File: src/rtl/instr_loader_pkg.sv
// Shared widths, derived constants and loader state type for the
// front-panel instruction loader.
package instr_loader_pkg;
  localparam int DATA_W        = 16;
  localparam int NIB_W         = 4;
  localparam int ADDR_W        = 7;
  localparam int NIBS_PER_WORD = DATA_W / NIB_W;
  localparam int CNT_W         = 3;

  typedef enum logic [1:0] {
    COLLECT = 2'd0,
    WRITE   = 2'd1,
    FULL    = 2'd2
  } state_e;
endpackage

File: src/rtl/instr_loader_if.sv
// Instruction-memory write port: valid/ready handshake with address and data.
interface instr_loader_if #(
  parameter int DW = instr_loader_pkg::DATA_W,
  parameter int AW = instr_loader_pkg::ADDR_W
);
  logic          wr_valid;
  logic          wr_ready;
  logic [AW-1:0] wr_addr;
  logic [DW-1:0] wr_data;

  modport master (output wr_valid, output wr_addr, output wr_data, input wr_ready);
  modport slave  (input wr_valid, input wr_addr, input wr_data, output wr_ready);
endinterface

File: src/rtl/instr_loader_nibble_shifter.sv
// Word assembly register: shifts one nibble in at the LSB end per load and
// counts nibbles; clear takes priority over load.
module instr_loader_nibble_shifter #(
  parameter int DATA_W = instr_loader_pkg::DATA_W,
  parameter int NIB_W  = instr_loader_pkg::NIB_W,
  parameter int CNT_W  = instr_loader_pkg::CNT_W
) (
  input  logic              clk,
  input  logic              rst,
  input  logic              load,
  input  logic              clr,
  input  logic [NIB_W-1:0]  nib,
  output logic [DATA_W-1:0] word,
  output logic [CNT_W-1:0]  cnt
);
  logic [DATA_W-1:0] word_d, word_q;
  logic [CNT_W-1:0]  cnt_d, cnt_q;

  always_comb begin
    word_d = word_q;
    cnt_d  = cnt_q;
    if (clr) begin
      word_d = '0;
      cnt_d  = '0;
    end else if (load) begin
      word_d = {word_q[DATA_W-NIB_W-1:0], nib};
      cnt_d  = cnt_q + 1'b1;
    end
  end

  always_ff @(posedge clk) begin
    if (rst) begin
      word_q <= '0;
      cnt_q  <= '0;
    end else begin
      word_q <= word_d;
      cnt_q  <= cnt_d;
    end
  end

  assign word = word_q;
  assign cnt  = cnt_q;
endmodule

File: src/rtl/instr_loader.sv
// Front-panel program entry: builds instruction words from key-strobed
// nibbles and writes them to sequential addresses, locking after the last one.
module instr_loader #(
  parameter int DATA_W = instr_loader_pkg::DATA_W,
  parameter int NIB_W  = instr_loader_pkg::NIB_W,
  parameter int ADDR_W = instr_loader_pkg::ADDR_W
) (
  input  logic              CLOCK_50,
  input  logic              Reset,
  input  logic [NIB_W-1:0]  nib_in,
  input  logic              nib_stb,
  input  logic              clr_stb,
  instr_loader_if.master    wr,
  output logic [DATA_W-1:0] word_view,
  output logic [2:0]        nib_cnt,
  output logic              full
);
  import instr_loader_pkg::*;

  localparam int              NPW      = DATA_W / NIB_W;
  localparam logic [2:0]      LAST_CNT = 3'(NPW - 1);
  localparam logic [ADDR_W-1:0] ADDR_MAX = '1;

  state_e            state_d, state_q;
  logic [ADDR_W-1:0] addr_d, addr_q;
  logic              sh_load, sh_clr;
  logic [DATA_W-1:0] word;
  logic [2:0]        cnt;

  instr_loader_nibble_shifter #(
    .DATA_W(DATA_W), .NIB_W(NIB_W), .CNT_W(3)
  ) u_shift (
    .clk (CLOCK_50),
    .rst (Reset),
    .load(sh_load),
    .clr (sh_clr),
    .nib (nib_in),
    .word(word),
    .cnt (cnt)
  );

  always_comb begin
    state_d = state_q;
    addr_d  = addr_q;
    sh_load = 1'b0;
    sh_clr  = 1'b0;
    case (state_q)
      COLLECT: begin
        // clear beats a simultaneous nibble strobe
        if (clr_stb) begin
          sh_clr = 1'b1;
        end else if (nib_stb) begin
          sh_load = 1'b1;
          if (cnt == LAST_CNT) state_d = WRITE;
        end
      end
      WRITE: begin
        if (wr.wr_ready) begin
          sh_clr = 1'b1;
          if (addr_q == ADDR_MAX) begin
            state_d = FULL;
          end else begin
            addr_d  = addr_q + 1'b1;
            state_d = COLLECT;
          end
        end
      end
      FULL:    state_d = FULL;
      default: state_d = COLLECT;
    endcase
  end

  always_ff @(posedge CLOCK_50) begin
    if (Reset) begin
      state_q <= COLLECT;
      addr_q  <= '0;
    end else begin
      state_q <= state_d;
      addr_q  <= addr_d;
    end
  end

  assign wr.wr_valid = (state_q == WRITE);
  assign wr.wr_addr  = addr_q;
  assign wr.wr_data  = word;
  assign word_view   = word;
  assign nib_cnt     = cnt;
  assign full        = (state_q == FULL);
endmodule

File: src/flat_wrapper.sv
// flat-port wrapper written by rule: the top's interface ports become plain ports
module instr_loader_flat import instr_loader_pkg::*;
#(
  parameter int DATA_W = instr_loader_pkg::DATA_W,
  parameter int NIB_W  = instr_loader_pkg::NIB_W,
  parameter int ADDR_W = instr_loader_pkg::ADDR_W
)
  (CLOCK_50, Reset, nib_in, nib_stb, clr_stb, word_view, nib_cnt, full, wr_wr_valid, wr_wr_addr, wr_wr_data, wr_wr_ready);
  instr_loader_if wr_i ();
  input  logic CLOCK_50;
  input  logic Reset;
  input  logic [NIB_W-1:0] nib_in;
  input  logic nib_stb;
  input  logic clr_stb;
  output logic [DATA_W-1:0] word_view;
  output logic [2:0] nib_cnt;
  output logic full;
  output wire logic [$bits(wr_i.wr_valid)-1:0] wr_wr_valid;
  output wire logic [$bits(wr_i.wr_addr)-1:0] wr_wr_addr;
  output wire logic [$bits(wr_i.wr_data)-1:0] wr_wr_data;
  input wire logic [$bits(wr_i.wr_ready)-1:0] wr_wr_ready;
  assign wr_wr_valid = wr_i.wr_valid;
  assign wr_wr_addr = wr_i.wr_addr;
  assign wr_wr_data = wr_i.wr_data;
  assign wr_i.wr_ready = wr_wr_ready;
  instr_loader #(.DATA_W(DATA_W), .NIB_W(NIB_W), .ADDR_W(ADDR_W)) u_core (.CLOCK_50(CLOCK_50), .Reset(Reset), .nib_in(nib_in), .nib_stb(nib_stb), .clr_stb(clr_stb), .wr(wr_i), .word_view(word_view), .nib_cnt(nib_cnt), .full(full));
endmodule
File: config.mk
export PLATFORM = sky130hd
export DESIGN_NAME = instr_loader_flat
export DESIGN_NICKNAME = d
export VERILOG_FILES = /design/src/rtl/instr_loader_pkg.sv /design/src/rtl/instr_loader_if.sv /design/src/rtl/instr_loader_nibble_shifter.sv /design/src/rtl/instr_loader.sv /design/src/flat_wrapper.sv
export SDC_FILE = /design/constraint.sdc
export NUM_CORES = 1
export LEC_CHECK = 0
export CORE_MARGIN = 3
export CORE_UTILIZATION = 44
export DETAILED_ROUTE_END_ITERATION = 7
export PLACE_DENSITY = 0.93
export SYNTH_ARGS = -nofsm -noshare
export SYNTH_HDL_FRONTEND = slang
export SYNTH_SLANG_ARGS = --single-unit
export TNS_END_PERCENT = 5
File: constraint.sdc
create_clock -name CLOCK_50 -period 4.06 [get_ports CLOCK_50]
set_input_delay 0.812 -clock CLOCK_50 [delete_from_list [all_inputs] [get_ports CLOCK_50]]
set_output_delay 0.812 -clock CLOCK_50 [all_outputs]
set_load 0.01 [all_outputs]
==> flow_metrics.tcl, run 1 <==
set metrics [dict create \
    finalHoldViolations 0 \
    maxSlewViolCount 0 \
    power_density_nw_per_um2 249.2 \
    clk_pin_slew_ns 0.13 \
    place_congestion 0.7239 \
    outcome "finished, final reports clean" \
    worstPathMaxFanout 6 \
    die_w_um 58.87 \
    fmax_mhz 421.2 \
    postRouteAntennaNets 0 \
    path_class "register to primary output" \
    clock_latency_ns 0.31 \
    synth_area_um2 1230 \
    p_switching_uw 91.27 \
    fin_skew_ns 0.002060 \
    pwr-share-seq 0.666 \
    antennaDiodeCount 0 \
    via_count 1103 \
    rsz0062_at_grt "false" \
    drive_above_1_share 0.04396 \
    r2r_start "u_core.state_q[1]$_SDFFE_PP0P_" \
    routedWlPerCell_um 13.66 \
    fin_crit_sh 0.5848 \
    root_buffer "clkbuf_4" \
    r2r_cells 3 \
    port_buffers 52 \
    cp_data_required_time_ns 3.25 \
    nets 196 \
    min_to "u_core.u_shift.word[12]$_SDFFE_PP0P_" \
    r2r_setup_slack_ns 2.45 \
    cts_tree "yes" \
    die_h_um 58.87 \
    cts_hold_buf 0 \
    ys_seq_elements 28 \
    ys_warn_count 0 \
    p_int_uw 326.6 \
    area_delta_synth_final_pct 36.32 \
    max-vdd-ir-drop_uv 224.0 \
    drv_cap 0 \
    drt_iter0_drc 27 \
    initial_core_util 0.4790 \
    grt_use_total 0.1752 \
    drtPass1Iterations 4 \
    setup_viol 0 \
    postSynthNetCount 160 \
    antenna_found_initial 0 \
    swShare 0.2184 \
    grt_pass1_wl_mm 4.726 \
    min_period_ns 2.374 \
    rows 18 \
    worstReg2RegEnd "u_core.u_shift.word[4]$_SDFFE_PP0P_" \
    hold_ws_ns 0.4842 \
    p_leak_uw 0.0005704 \
    cts_buffers 3 \
    worstSetupStartpointType "register" \
    io_pins 53 \
    slew_headroom 0.5049 \
    drc_errors 0 \
    combPwrFrac 0.075 \
    syn_avg_cell_area_um2 8.310 \
    hold_path.class "register to register" \
    cts_setup_buffers 0 \
    yosysSeqAreaShare 0.4557 \
    synth_cells 148 \
    grt_max_degree 21 \
    via_per_inst 5.203 \
    cts-resized-gates 0 \
    wirelength_mm 2.895 \
    grt_pass1_vias 1058 \
    gr-total-overflow 0 \
    holdPathStages 2 \
    fin_setup_tns_ns 0 \
    core_area_um2 2567 \
    htreeDepth 1 \
    detailed_place_hpwl_mm 2.265 \
    critPathCaptureType "primary output" \
    clockPowerShare 0.259 \
    hp-start "u_core.u_shift.word[12]$_SDFFE_PP0P_" \
    dieArea_um2 3466 \
    cp.arrival_ns 1.56 \
    ys_types 30 \
    cts_max_path_buffers 2 \
    worst-slew-pin-transition_ns 0.7422 \
    numClockSinks 28 \
]
## state kept, by name, indices dropped and copies added, names as in the netlist
register / flops
u_core.state_q: 2
u_core.u_shift.cnt: 3
u_core.wr.wr_addr: 7
u_core.u_shift.word: 16
## stage by stage
stage,instances,util,cell area [µm²],total power [µW],worst slack [ns]
finish,212,0.6530,1677,417.8,1.686
global route,212,0.6530,1677,429.2,1.568
CTS,212,0.6530,1677,418.0,1.685
detailed placement,209,0.6443,1654,315.5,1.603
global placement,209,0.6443,1654,314.1,1.683
floorplan,148,-,1230,300.4,2.231
## power by group through the flow
| stage | Combinational [µW] | Clock (µW) | Sequential [µW] |
|---|---|---|---|
| after floorplan | 15.6 | 0 | 285 |
| after global placement | 30.0 | 0 | 284 |
| after detailed placement | 31.2 | 0 | 284 |
| after CTS | 31.3 | 108 | 278 |
| after global routing | 33.9 | 117 | 279 |
| final | 31.2 | 108 | 278 |
## critical path: stages, from the launching register on
cell,delay [ns]
dfxtp_1,0.45
nor2b_1,0.22
clkdlybuf4s50_1,0.57
## layout by cell type, fill, tap and decap left out, types with 2 or more instances in the layout
| cell type | Yosys | layout |
|---|---|---|
| clkdlybuf4s50_1 | 0 | 52 |
| nand2_1 | 37 | 37 |
| clkbuf_4 | 0 | 3 |
| ha_1 | 3 | 3 |
| nor2b_1 | 2 | 2 |
| nor3_1 | 2 | 2 |
| nor2_1 | 11 | 11 |
| xor2_1 | 2 | 2 |
| a211oi_1 | 2 | 2 |
| mux2i_1 | 2 | 2 |
| dfxtp_1 | 28 | 28 |
| inv_1 | 2 | 2 |
| a21oi_1 | 19 | 19 |
## area by class of cell
class                           count  area, µm²
Fill cell                         222      890.9
Clock buffer                        3      22.52
Inverter                            2      7.507
Timing Repair Buffer               53      528.0
Tap cell                           30      37.54
Sequential cell                    28      560.5
Multi-Input combinational cell     96      520.5
## cells by family after synthesis
group / after synthesis / share of synthesized area
muxes: 2 / 0.01628
adders and majority gates: 3 / 0.03052
buffers and inverters: 24 / 0.1262
AOI/OAI and AO/OA: 28 / 0.1373
DFF: 28 / 0.4557
and+or+nand+nor: 60 / 0.2126
xor gates and xnor gates: 3 / 0.02137
## worst max-delay path by stage
stage,start,to,slack [ns],depth (start not counted)
finish,u_core.state_q[0]$_SDFFE_PP0P_,wr_wr_valid,1.69,2
global route,u_core.state_q[0]$_SDFFE_PP0P_,wr_wr_valid,1.57,2
CTS,u_core.state_q[0]$_SDFFE_PP0P_,wr_wr_valid,1.68,2
detailed placement,clr_stb,u_core.u_shift.word[4]$_SDFFE_PP0P_,1.60,4
global placement,clr_stb,u_core.u_shift.word[3]$_SDFFE_PP0P_,1.68,4
floorplan,clr_stb,u_core.u_shift.word[5]$_SDFFE_PP0P_,2.23,5
## metal layers
metal	vias up	global-route usage	routed length, µm
li1	551	-	-
met1	505	0.2055	1108
met2	43	0.3186	1583
met3	4	0.03728	157
met4	0	0.04854	44
met5	-	0	0
## synth_stat cells, drive strengths merged
library cell	n	area (µm²)
nand2	37	138.9
nor4b	1	8.760
o21bai	1	11.26
nor2	11	41.29
o21ai	1	8.760
nor3	2	10.01
xor2	2	17.52
a31oi	1	6.260
nand4	1	6.260
inv	2	7.510
dfxtp	28	560.5
clkbuf	2	7.510
a21oi	19	95.09
o211ai	1	7.510
or4b	1	10.01
a22oi	1	7.510
a211oi	2	15.01
and3	1	6.260
mux2i	2	20.02
buf	20	140.1
o31ai	1	7.510
nor2b	2	12.51
xnor2	1	8.760
and3b	1	8.760
nand3	1	5.000
and2	1	6.260
ha	3	37.54
o21ba	1	10.01
or4	1	7.510
No activity file was read; power rests on OpenSTA's default activity.
==> run 2, diff against run 1 <==
--- a/config.mk
+++ b/config.mk
@@ -6,9 +6,9 @@
 export NUM_CORES = 1
 export LEC_CHECK = 0
 export CORE_MARGIN = 3
-export CORE_UTILIZATION = 44
+export CORE_UTILIZATION = 41
 export DETAILED_ROUTE_END_ITERATION = 7
-export PLACE_DENSITY = 0.93
+export PLACE_DENSITY = 0.88
 export SYNTH_ARGS = -nofsm -noshare
 export SYNTH_HDL_FRONTEND = slang
 export SYNTH_SLANG_ARGS = --single-unit
==> constraint.sdc (replaced) <==
create_clock -name CLOCK_50 -period 2.35 [get_ports CLOCK_50]
set_input_delay 0.47 -clock CLOCK_50 [delete_from_list [all_inputs] [get_ports CLOCK_50]]
set_output_delay 0.47 -clock CLOCK_50 [all_outputs]
set_load 0.01 [all_outputs]
==> flow_metrics.tcl, run 2 (synthesized netlist as in run 1, its figures left out) <==
set metrics [dict create \
    outcome "finished, final reports clean" \
    p_leak_uw 0.0005845 \
    die_h_um 60.77 \
    root_buffer "clkbuf_4" \
    nets 196 \
    cts_buffers 3 \
    initial_core_util 0.4384 \
    htreeDepth 1 \
    total_power_uw 849.8 \
    area_delta_synth_final_pct 38.86 \
    via_count 1090 \
    postRouteAntennaNets 0 \
    placed_area_um2 1655 \
    fmax_mhz 480.8 \
    min_to "u_core.u_shift.word[4]$_SDFFE_PP0P_" \
    fillers 251 \
    antenna_found_initial 0 \
    maxSlewViolCount 0 \
    power_density_nw_per_um2 497.5 \
    r2r_cells 3 \
    path_buf_inv 1 \
    drive_above_1_share 0.04918 \
    cts_hold_buf 0 \
    critical-path-slowest-cell "clkdlybuf4s50_1" \
    worstSetupStartpointType "register" \
    slowest_delay_ns 0.57 \
    swShare 0.2031 \
    cp.arrival_ns 1.61 \
    antennaDiodeCount 0 \
    fin_cells 214 \
    fin_skew_ns 0.01344 \
    max-vdd-ir-drop_uv 311.0 \
    hold_path.class "register to register" \
    cts-resized-gates 0 \
    io_pins 53 \
    p_int_uw 677.1 \
    r2r_start "u_core.state_q[1]$_SDFFE_PP0P_" \
    core_area_um2 2805 \
    grt_use_total 0.1525 \
    drtPass1Iterations 4 \
    cts_tree "yes" \
    p_switching_uw 172.6 \
    die_w_um 60.77 \
    cp_data_required_time_ns 1.88 \
    pwr-share-seq 0.566 \
    worstReg2RegEnd "u_core.u_shift.word[10]$_SDFFE_PP0P_" \
    final_util 0.6088 \
    routedWlPerCell_um 12.91 \
    finalInstanceArea_um2 1708 \
    numClockSinks 28 \
    gr-total-overflow 0 \
    rsz0062_at_grt "false" \
    drc_errors 0 \
    fin_crit_sh 0.8850 \
    finalHoldViolations 0 \
    slew_headroom 0.5217 \
    r2r_setup_slack_ns 0.74 \
    worstPathMaxFanout 6 \
    via_per_inst 5.093 \
    grt_max_degree 22 \
    clockPowerShare 0.371 \
    path_class "register to primary output" \
    detailed_place_hpwl_mm 2.065 \
    holdPathStages 2 \
    crit_family "buffers and inverters" \
    layout_common_cells "clkdlybuf4s50_1 (52), nand2_1 (37), dfxtp_1 (28), a21oi_1 (19), nor2_1 (11)" \
    drt_iter0_drc 46 \
    grt_pass1_vias 1051 \
    grt_pass1_wl_mm 4.312 \
    setup_viol 0 \
    fin_setup_tns_ns 0 \
    path_cells "nor2b_1 -> clkdlybuf4s50_1" \
    dieArea_um2 3693 \
    combPwrFrac 0.064 \
    clk_pin_slew_ns 0.15 \
    final_common_cell "clkdlybuf4s50_1" \
    min_period_ns 2.080 \
    drv_cap 0 \
    hp-start "u_core.u_shift.word[0]$_SDFFE_PP0P_" \
    place_congestion 0.7426 \
    worst-slew-pin-transition_ns 0.7169 \
    largest_reg_flops 16 \
    dp_cells 210 \
    cts_max_path_buffers 2 \
    rows 19 \
    clock_latency_ns 0.34 \
    cts_setup_buffers 0 \
    wirelength_mm 2.763 \
    port_buffers 52 \
    critPathCaptureType "primary output" \
]
[run 2: per-stage QoR]
stage | worst slack [ns] | hold slack, ns
floorplan | 0.8631 | 0.4928
global placement | 0.3036 | 0.4590
detailed placement | 0.2249 | 0.4714
CTS | 0.2809 | 0.4911
global route | 0.1985 | 0.5115
finish | 0.2702 | 0.4788
[run 2: how the worst max path moves through the flow]
stage	start	end	depth (start not counted)
2_1_floorplan	clr_stb	u_core.u_shift.word[5]$_SDFFE_PP0P_	5
3_5_place_dp	clr_stb	u_core.u_shift.word[10]$_SDFFE_PP0P_	4
3_3_place_gp	clr_stb	u_core.u_shift.word[2]$_SDFFE_PP0P_	4
4_1_cts	u_core.state_q[1]$_SDFFE_PP0P_	full	2
5_1_grt	u_core.state_q[0]$_SDFFE_PP0P_	wr_wr_valid	2
6_report	u_core.state_q[0]$_SDFFE_PP0P_	wr_wr_valid	2
[run 2: area by class of cell]
type / count / area (µm²) / area share
flip-flops and latches: 28 / 560.5 / 0.3282
repair buffers: 53 / 528.0 / 0.3092
multi-input cells: 96 / 520.5 / 0.3048
well taps: 31 / 38.79 / 0.02271
clock inverters: 1 / 30.03 / 0.01758
clock buffers: 3 / 22.52 / 0.01319
inverters: 2 / 7.507 / 0.004396
[run 2: routing by layer]
| metal | vias up | part of all wire | global-route usage |
|---|---|---|---|
| li1 | 546 | - | - |
| met1 | 500 | 0.41 | 0.1623 |
| met2 | 39 | 0.53 | 0.2794 |
| met3 | 5 | 0.042 | 0.01915 |
| met4 | 0 | 0.015 | 0.09907 |
| met5 | - | 0 | 0 |
[run 2: worst reg2reg max path: stages, from the launching register on]
cell and delay [ns]:
dfxtp_1 0.39, or4b_1 0.83, nand2_1 0.19, a21oi_1 0.08
[run 2: power by group through the flow]
stage	Sequential, µW	Clock [µW]	Combinational (µW)
finish	481	315	54.2
global route	481	340	58.6
CTS	481	322	54.4
detailed placement	491	0	54.0
global placement	491	0	52.4
floorplan	492	0	26.9
